[config.mk]
export PLATFORM = sky130hd
export DESIGN_NAME = wb_ctrl_client
export DESIGN_NICKNAME = d
export VERILOG_FILES = /design/src/rtl/wb_ctrl_client_pkg.sv /design/src/rtl/wb_ctrl_client_crc8_byte.sv /design/src/rtl/wb_ctrl_client.sv
export SDC_FILE = /design/constraint.sdc
export NUM_CORES = 1
export LEC_CHECK = 0
export ABC_AREA = 1
export CAP_MARGIN = 20
export CORE_MARGIN = 2
export CORE_UTILIZATION = 24
export CTS_CLUSTER_SIZE = 16
export DETAILED_ROUTE_END_ITERATION = 12
export PLACE_DENSITY = 0.49
export SLEW_MARGIN = 20
export SYNTH_ARGS = -nofsm -noshare
export SYNTH_HDL_FRONTEND = slang
export SYNTH_SLANG_ARGS = --single-unit
[constraint.sdc]
create_clock -name i_clk -period 2.65 [get_ports i_clk]
set_clock_uncertainty 0.05 [all_clocks]
set_input_delay 0.3975 -clock i_clk [delete_from_list [all_inputs] [get_ports i_clk]]
set_output_delay 0.3975 -clock i_clk [all_outputs]
set_load 0.01 [all_outputs]
[src/rtl/wb_ctrl_client_pkg.sv]
// Shared definitions for the Wishbone-to-byte-stream control client:
// FSM states, command header layout, CRC polynomial and error data word.
package wb_ctrl_client_pkg;

    typedef enum logic [2:0] {
        ST_IDLE,
        ST_TX_HDR,
        ST_TX_DATA,
        ST_RX_HDR,
        ST_RX_DATA,
        ST_ACK
    } state_t;

    // Header byte 0 layout: {wr, wsize[1:0], aincr, 4'b0}
    localparam int unsigned B0_WR_BIT    = 7;
    localparam int unsigned B0_WSIZE_LSB = 5;
    localparam int unsigned B0_AINCR_BIT = 4;

    localparam logic [1:0]  WSIZE_32 = 2'b10;
    localparam int unsigned HDR_LEN  = 7;
    localparam logic [7:0]  CRC_POLY = 8'h07;
    localparam logic [31:0] ERR_DATA = 32'hFFFF_FFFF;

    function automatic logic [7:0] hdr_byte0(input logic wr);
        logic [7:0] b;
        b                          = '0;
        b[B0_WR_BIT]               = wr;
        b[B0_WSIZE_LSB +: 2]       = WSIZE_32;
        b[B0_AINCR_BIT]            = 1'b1;
        return b;
    endfunction

endpackage

[src/rtl/wb_ctrl_client_crc8_byte.sv]
// Combinational CRC-8 step (poly 0x07, MSB first): folds one byte into a running CRC.
module crc8_byte
    import wb_ctrl_client_pkg::*;
(
    input  logic [7:0] crc_in,
    input  logic [7:0] data,
    output logic [7:0] crc_out
);

    logic [7:0] c;

    always_comb begin
        c = crc_in ^ data;
        for (int unsigned i = 0; i < 8; i++) begin
            c = c[7] ? ((c << 1) ^ CRC_POLY) : (c << 1);
        end
        crc_out = c;
    end

endmodule

[src/rtl/wb_ctrl_client.sv]
// Wishbone slave that frames single-word accesses as command packets on a byte
// stream and parses the echoed header and read data coming back.
module wb_ctrl_client
    import wb_ctrl_client_pkg::*;
#(
    parameter int WB_ADDR_WIDTH  = 30,
    parameter int TIMEOUT_CYCLES = 65535
) (
    input  logic                     i_clk,
    input  logic                     i_rst,
    input  logic                     i_wb_cyc,
    input  logic                     i_wb_stb,
    input  logic                     i_wb_we,
    input  logic [WB_ADDR_WIDTH-1:0] i_wb_addr,
    input  logic [31:0]              i_wb_data,
    input  logic [3:0]               i_wb_sel,
    output logic                     o_wb_stall,
    output logic                     o_wb_ack,
    output logic [31:0]              o_wb_data,
    output logic [7:0]               o_tx_data,
    output logic                     o_tx_valid,
    input  logic                     i_tx_ready,
    input  logic [7:0]               i_rx_data,
    input  logic                     i_rx_valid,
    output logic                     o_rx_ready,
    output logic                     o_err_crc,
    output logic                     o_err_timeout
);

    localparam logic [2:0]  HDR_LAST  = 3'(HDR_LEN - 1);
    localparam logic [2:0]  DATA_LAST = 3'd3;
    localparam logic [15:0] TMO_LAST  = 16'(TIMEOUT_CYCLES - 1);

    state_t                   state, state_nx;
    logic [2:0]               idx;
    logic                     we_q;
    logic [WB_ADDR_WIDTH-1:0] addr_q;
    logic [31:0]              wdata_q;
    logic [7:0]               crc_q, crc_nx;
    logic                     bad_q;
    logic                     drop_q;
    logic [15:0]              tmo_cnt;

    logic [31:0] addr32;
    logic [7:0]  hdr_cur;
    logic        tx_fire, rx_fire, rx_state, timeout, hdr_miss;

    logic unused_sel;
    assign unused_sel = ^i_wb_sel;

    // CRC accumulates while the header goes out, so byte 6 is ready when idx reaches it
    crc8_byte u_crc (
        .crc_in  (crc_q),
        .data    (hdr_cur),
        .crc_out (crc_nx)
    );

    always_comb begin
        addr32 = 32'(addr_q);
        unique case (idx)
            3'd0:    hdr_cur = hdr_byte0(we_q);
            3'd1:    hdr_cur = 8'h00;
            3'd2:    hdr_cur = addr32[7:0];
            3'd3:    hdr_cur = addr32[15:8];
            3'd4:    hdr_cur = addr32[23:16];
            3'd5:    hdr_cur = addr32[31:24];
            default: hdr_cur = crc_q;
        endcase

        o_wb_stall    = (state != ST_IDLE);
        o_tx_valid    = (state == ST_TX_HDR) || (state == ST_TX_DATA);
        o_tx_data     = (state == ST_TX_DATA) ? wdata_q[{idx[1:0], 3'b000} +: 8] : hdr_cur;
        rx_state      = (state == ST_RX_HDR) || (state == ST_RX_DATA);
        o_rx_ready    = rx_state;
        tx_fire       = o_tx_valid & i_tx_ready;
        rx_fire       = rx_state & i_rx_valid;
        timeout       = rx_state && !rx_fire && (tmo_cnt == TMO_LAST);
        hdr_miss      = (state == ST_RX_HDR) && rx_fire && (i_rx_data != hdr_cur);
        o_err_crc     = (state == ST_RX_HDR) && rx_fire && (idx == HDR_LAST) && (bad_q || hdr_miss);
        o_err_timeout = timeout;
        o_wb_ack      = (state == ST_ACK) && !drop_q && i_wb_cyc;

        state_nx = state;
        unique case (state)
            ST_IDLE:    if (i_wb_cyc && i_wb_stb) state_nx = ST_TX_HDR;
            ST_TX_HDR:  if (tx_fire && idx == HDR_LAST) state_nx = we_q ? ST_TX_DATA : ST_RX_HDR;
            ST_TX_DATA: if (tx_fire && idx == DATA_LAST) state_nx = ST_RX_HDR;
            ST_RX_HDR: begin
                if (timeout) state_nx = ST_ACK;
                else if (rx_fire && idx == HDR_LAST) state_nx = we_q ? ST_ACK : ST_RX_DATA;
            end
            ST_RX_DATA: begin
                if (timeout) state_nx = ST_ACK;
                else if (rx_fire && idx == DATA_LAST) state_nx = ST_ACK;
            end
            ST_ACK:     state_nx = ST_IDLE;
            default:    state_nx = ST_IDLE;
        endcase
    end

    always_ff @(posedge i_clk) begin
        if (i_rst) begin
            state     <= ST_IDLE;
            idx       <= '0;
            we_q      <= 1'b0;
            addr_q    <= '0;
            wdata_q   <= '0;
            crc_q     <= '0;
            bad_q     <= 1'b0;
            drop_q    <= 1'b0;
            tmo_cnt   <= '0;
            o_wb_data <= '0;
        end else begin
            state <= state_nx;

            if (state_nx != state) idx <= '0;
            else if (tx_fire || rx_fire) idx <= idx + 3'd1;

            if (state == ST_IDLE && i_wb_cyc && i_wb_stb) begin
                we_q    <= i_wb_we;
                addr_q  <= i_wb_addr;
                wdata_q <= i_wb_data;
                crc_q   <= '0;
                bad_q   <= 1'b0;
                drop_q  <= 1'b0;
            end else begin
                if (state == ST_TX_HDR && tx_fire && idx != HDR_LAST) crc_q <= crc_nx;
                if (hdr_miss) bad_q <= 1'b1;
                if (state != ST_IDLE && !i_wb_cyc) drop_q <= 1'b1;
            end

            if (!rx_state || rx_fire) tmo_cnt <= '0;
            else tmo_cnt <= tmo_cnt + 16'd1;

            if (timeout) o_wb_data <= ERR_DATA;
            else if (state == ST_RX_DATA && rx_fire)
                o_wb_data[{idx[1:0], 3'b000} +: 8] <= bad_q ? 8'hFF : i_rx_data;
        end
    end

endmodule

==> reports/results.txt <==
The tools report the data required time at the worst endpoint as 2200 ps. STA classifies the critical path endpoint as an output port. When the netlist entered floorplanning its net count stood at 1046.

The number of global-route vias before repair is 6597, and the vias per cell is 4.56. The average footprint of a synthesized cell works out to 6.76 µm². The tree is rooted in a clkbuf_16. For this run the aggregate overflow at the end of global routing stands at 0. The initial standard-cell utilization of the core was 24.6%; the die height was 168 µm.

The static leakage came out at 3.86 nW. Final worst slack: -209 ps. Measured against its own limit, the worst slew margin works out to 63.8%.

The flow ran to the end, but the final reports show violations. For this run, design rule violations remaining after detail routing come to 0. For the pin with the worst max-slew slack, the measured transition is 542 ps. Setup repair after global routing could not meet its margin everywhere. Routability-driven placement finished with a final weighted congestion of 0.837.

The layout overhead on the synthesized area is 47.5%. The first-iteration detailed-routing DRC count was 414. Ranked by instance count, the synthesized netlist is headed by nand2_1, a21oi_1, inv_1. The combinational power share was 13.9%; the CTS H-tree depth was 4. The smallest clock period supported by the final layout is computed as 2860 ps. After floorplanning, the core was sized to cover 0.0262 mm².

The longest clock path from root to sink contains 2 buffers. The summed negative setup slack over all endpoints came out at -458 ps. The run gives 954 as the gate count of the mapped netlist.

The tools report the number of max-slew violations in the final report as 0. The final hold violation count is 0. The largest fanout of any net on the critical path works out to 8.

The number of nets at the end of the flow came out at 1234. Sequential cells burn 40.8% of the power. The global-route usage over all layers was 15.7%; the cell-internal power was 0.00362 W.

The post-route netlist has 17.6% of its cells at a drive strength greater than 1. After synthesis, the netlist uses 40 different library cells. At the later pin of the worst-skew pair, clock insertion delay measures 420 ps.

The biggest area contributor in the post-synthesis netlist is dfxtp_1. The number of clock buffers added by TritonCTS is 17. For the worst setup path, the data arrival time is 2410 ps. The number of placed instances, taps included, is 1433. The overall power consumption was 0.00500 W. The first-pass detailed-route iteration total was 5; the total number of clock tree sinks was 127. Max-cap violations in this run came to 0. Ranked by total cell area, the synthesized netlist is headed by dfxtp_1, a21oi_1, nand2_1.

The final reports fail on setup timing. For this block, the routed nets add up to 22.0 mm of wire. The routed layout has 6799 vias. TritonCTS built the clock tree.

The path type of the worst min-delay path is flop to flop. The Yosys warning count was 0; the proportion of register bits with asynchronous set or reset after synthesis was 0%. The row count was 59. Summing all non-filler instances in the final layout gives an area of 0.00951 mm². The number of setup violations in the final report was 4; the die extent in x was 168 µm. The logs give 0.00843 mm² for the total cell area at the placement stage and 0.00138 W for the net switching power. Static timing analysis puts the maximum clock frequency at 0.350 GHz. The startpoint kind of the worst setup timing path is a flop. The sequential-to-total area share from yosys stat is 39.4%. After clock tree synthesis, the clock-pin slew on the worst setup and hold paths is 60 ps.

Dividing the detail-routed wire length by the instance count gives 14.8 µm. Number of buffers added on ports: 122. The critical path is of the flop to output port type.

The leading cell type by number of instances after synthesis was nand2_1. In this run, synthesis produced a sequential element count of 127. Buffers inserted to repair hold after CTS numbered 0. The count of nets left with antenna violations once routing finished came out at 0. The ratio of total power to cell area was 525 mW/mm²; the half-perimeter wire length of the detailed placement result was 16.6 mm. The logs give 0.00644 mm² for the cell area after synthesis and 127 for the I/O pin total. Pin count of the biggest net entering global routing: 55. For this run, the leading register cell type out of synthesis is dfxtp_1.

The logs give 2768 for the total of fill cells in the finished design and 34.8 mm for the wire length of the first global-routing pass. The die covers 0.0282 mm². Of the total power, the share spent switching nets is 27.6%.

The final cell count without fillers is 1490. Before CTS, the worst setup slack after placement is -420 ps. Yosys mapped a number of flops with a built-in enable equal to 0.

The repair_antennas step left the layout with diodes totalling 0. After synthesis, the largest area contributor takes up 39.4% of total cell area. Peak supply drop: 0.346 mV.

The final critical-path share of the clock period is 108%. The part of the power in the clock network was 45.4%. The number of antenna violations at the first check in global routing was 0.
-- worst max-delay path, cell delays in order (launching register included) --
cell and delay, ps:
dfxtp_4 380, ha_4 170, ha_4 170, inv_4 60, nand4_4 200, buf_6 190, o21ai_4 120, nand2_1 70
nand2_1 50, inv_1 40, nand2_1 40, nor2_1 40, nand2_1 70, nand2_2 60, a21oi_2 170, buf_2 160
-- path summary, 6_finish.rpt --
check	from	end	slack [ps]	depth (start not counted)
worst min-delay path	wdata_q[20]	wdata_q[20]	390	2
worst max-delay path	idx[1]	o_err_crc	-210	15
worst max register to register	idx[1]	crc_q[2]	270	18
worst min register to register	wdata_q[20]	wdata_q[20]	390	2
-- layer usage --
metal / routed length [µm] / global-route usage, %
met5: 0 / 0
met4: 354 / 4.73
met3: 907 / 3.17
met2: 10300 / 25.7
met1: 10500 / 20.9
-- registers in the layout, summed over array words and instances (netlist names) --
signal and flops:
o_wb_data 32, wdata_q 32, addr_q 30, tmo_cnt 16, crc_q 8, idx 3, state 3, bad_q 1
drop_q 1, we_q 1
-- cell families (layout without fill, tap and decap cells) --
group	count (synthesis)	count (layout)	synth area share [%]
buf+inv	186	385	11.2
simple gates	334	336	22.5
mux	1	1	0.155
flops	127	127	39.4
xor+xnor	6	6	0.815
fa+ha+maj	11	11	2.14
compound gates	289	289	23.7
-- layout make-up --
| type | count | area [µm²] | share of cell area (%) |
|---|---|---|---|
| multi-input cells | 643 | 3450 | 36.3 |
| flip-flops and latches | 127 | 2550 | 26.8 |
| repair buffers | 210 | 1970 | 20.7 |
| inverters | 143 | 549 | 5.78 |
| clock buffers | 18 | 429 | 4.51 |
| well taps | 335 | 419 | 4.41 |
| clock inverters | 14 | 136 | 1.43 |
-- power by group through the flow --
| stage | Combinational (W) | Clock, W | Sequential, W |
|---|---|---|---|
| 6_report | 0.000693 | 0.00227 | 0.00204 |
| 5_1_grt | 0.000774 | 0.00242 | 0.00205 |
| 4_1_cts | 0.000668 | 0.00232 | 0.00204 |
| 3_5_place_dp | 0.000638 | 0 | 0.00208 |
| 3_3_place_gp | 0.000635 | 0 | 0.00208 |
| 2_1_floorplan | 0.000331 | 0 | 0.00206 |
-- timing repair --
item | 4_1_cts | 5_1_grt
setup endpoints to repair | 9 | 10
cloned | 1 | 2
pin swaps | 11 | 18
setup buffers | 15 | 7
resized for setup | 92 | 33
-- cells in the final DEF, fill, tap and decap left out, types with 3 or more instances in the layout --
cell type	count
inv_6	3
clkinvlp_4	3
nand3_2	3
o21ai_1	7
nor2_2	7
ha_4	5
nand2_4	4
xnor2_1	3
buf_6	11
or2_0	3
inv_1	129
a22oi_1	8
nand4_1	4
a21oi_1	139
nor2_4	6
ha_1	6
o21ai_2	8
nand3_1	51
o31ai_2	3
o21ai_0	102
clkinv_4	7
nand2_1	177
o21ai_4	4
nor2_1	47
clkbuf_16	18
buf_4	72
buf_2	6
clkdlybuf4s50_1	113
buf_12	4
dfxtp_1	123
nand2_2	9
o211ai_1	9
inv_2	9
nor3_1	17
inv_4	3
-- metrics by stage --
stage / hold slack [ps] / utilization [%]
3_3_place_gp: 383 / 32.2
3_5_place_dp: 386 / 32.2
6_report: 395 / 36.3
4_1_cts: 395 / 35.4
2_1_floorplan: 374 / -
5_1_grt: 414 / 36.3
Note: power is estimated with default switching activity, not from simulation.
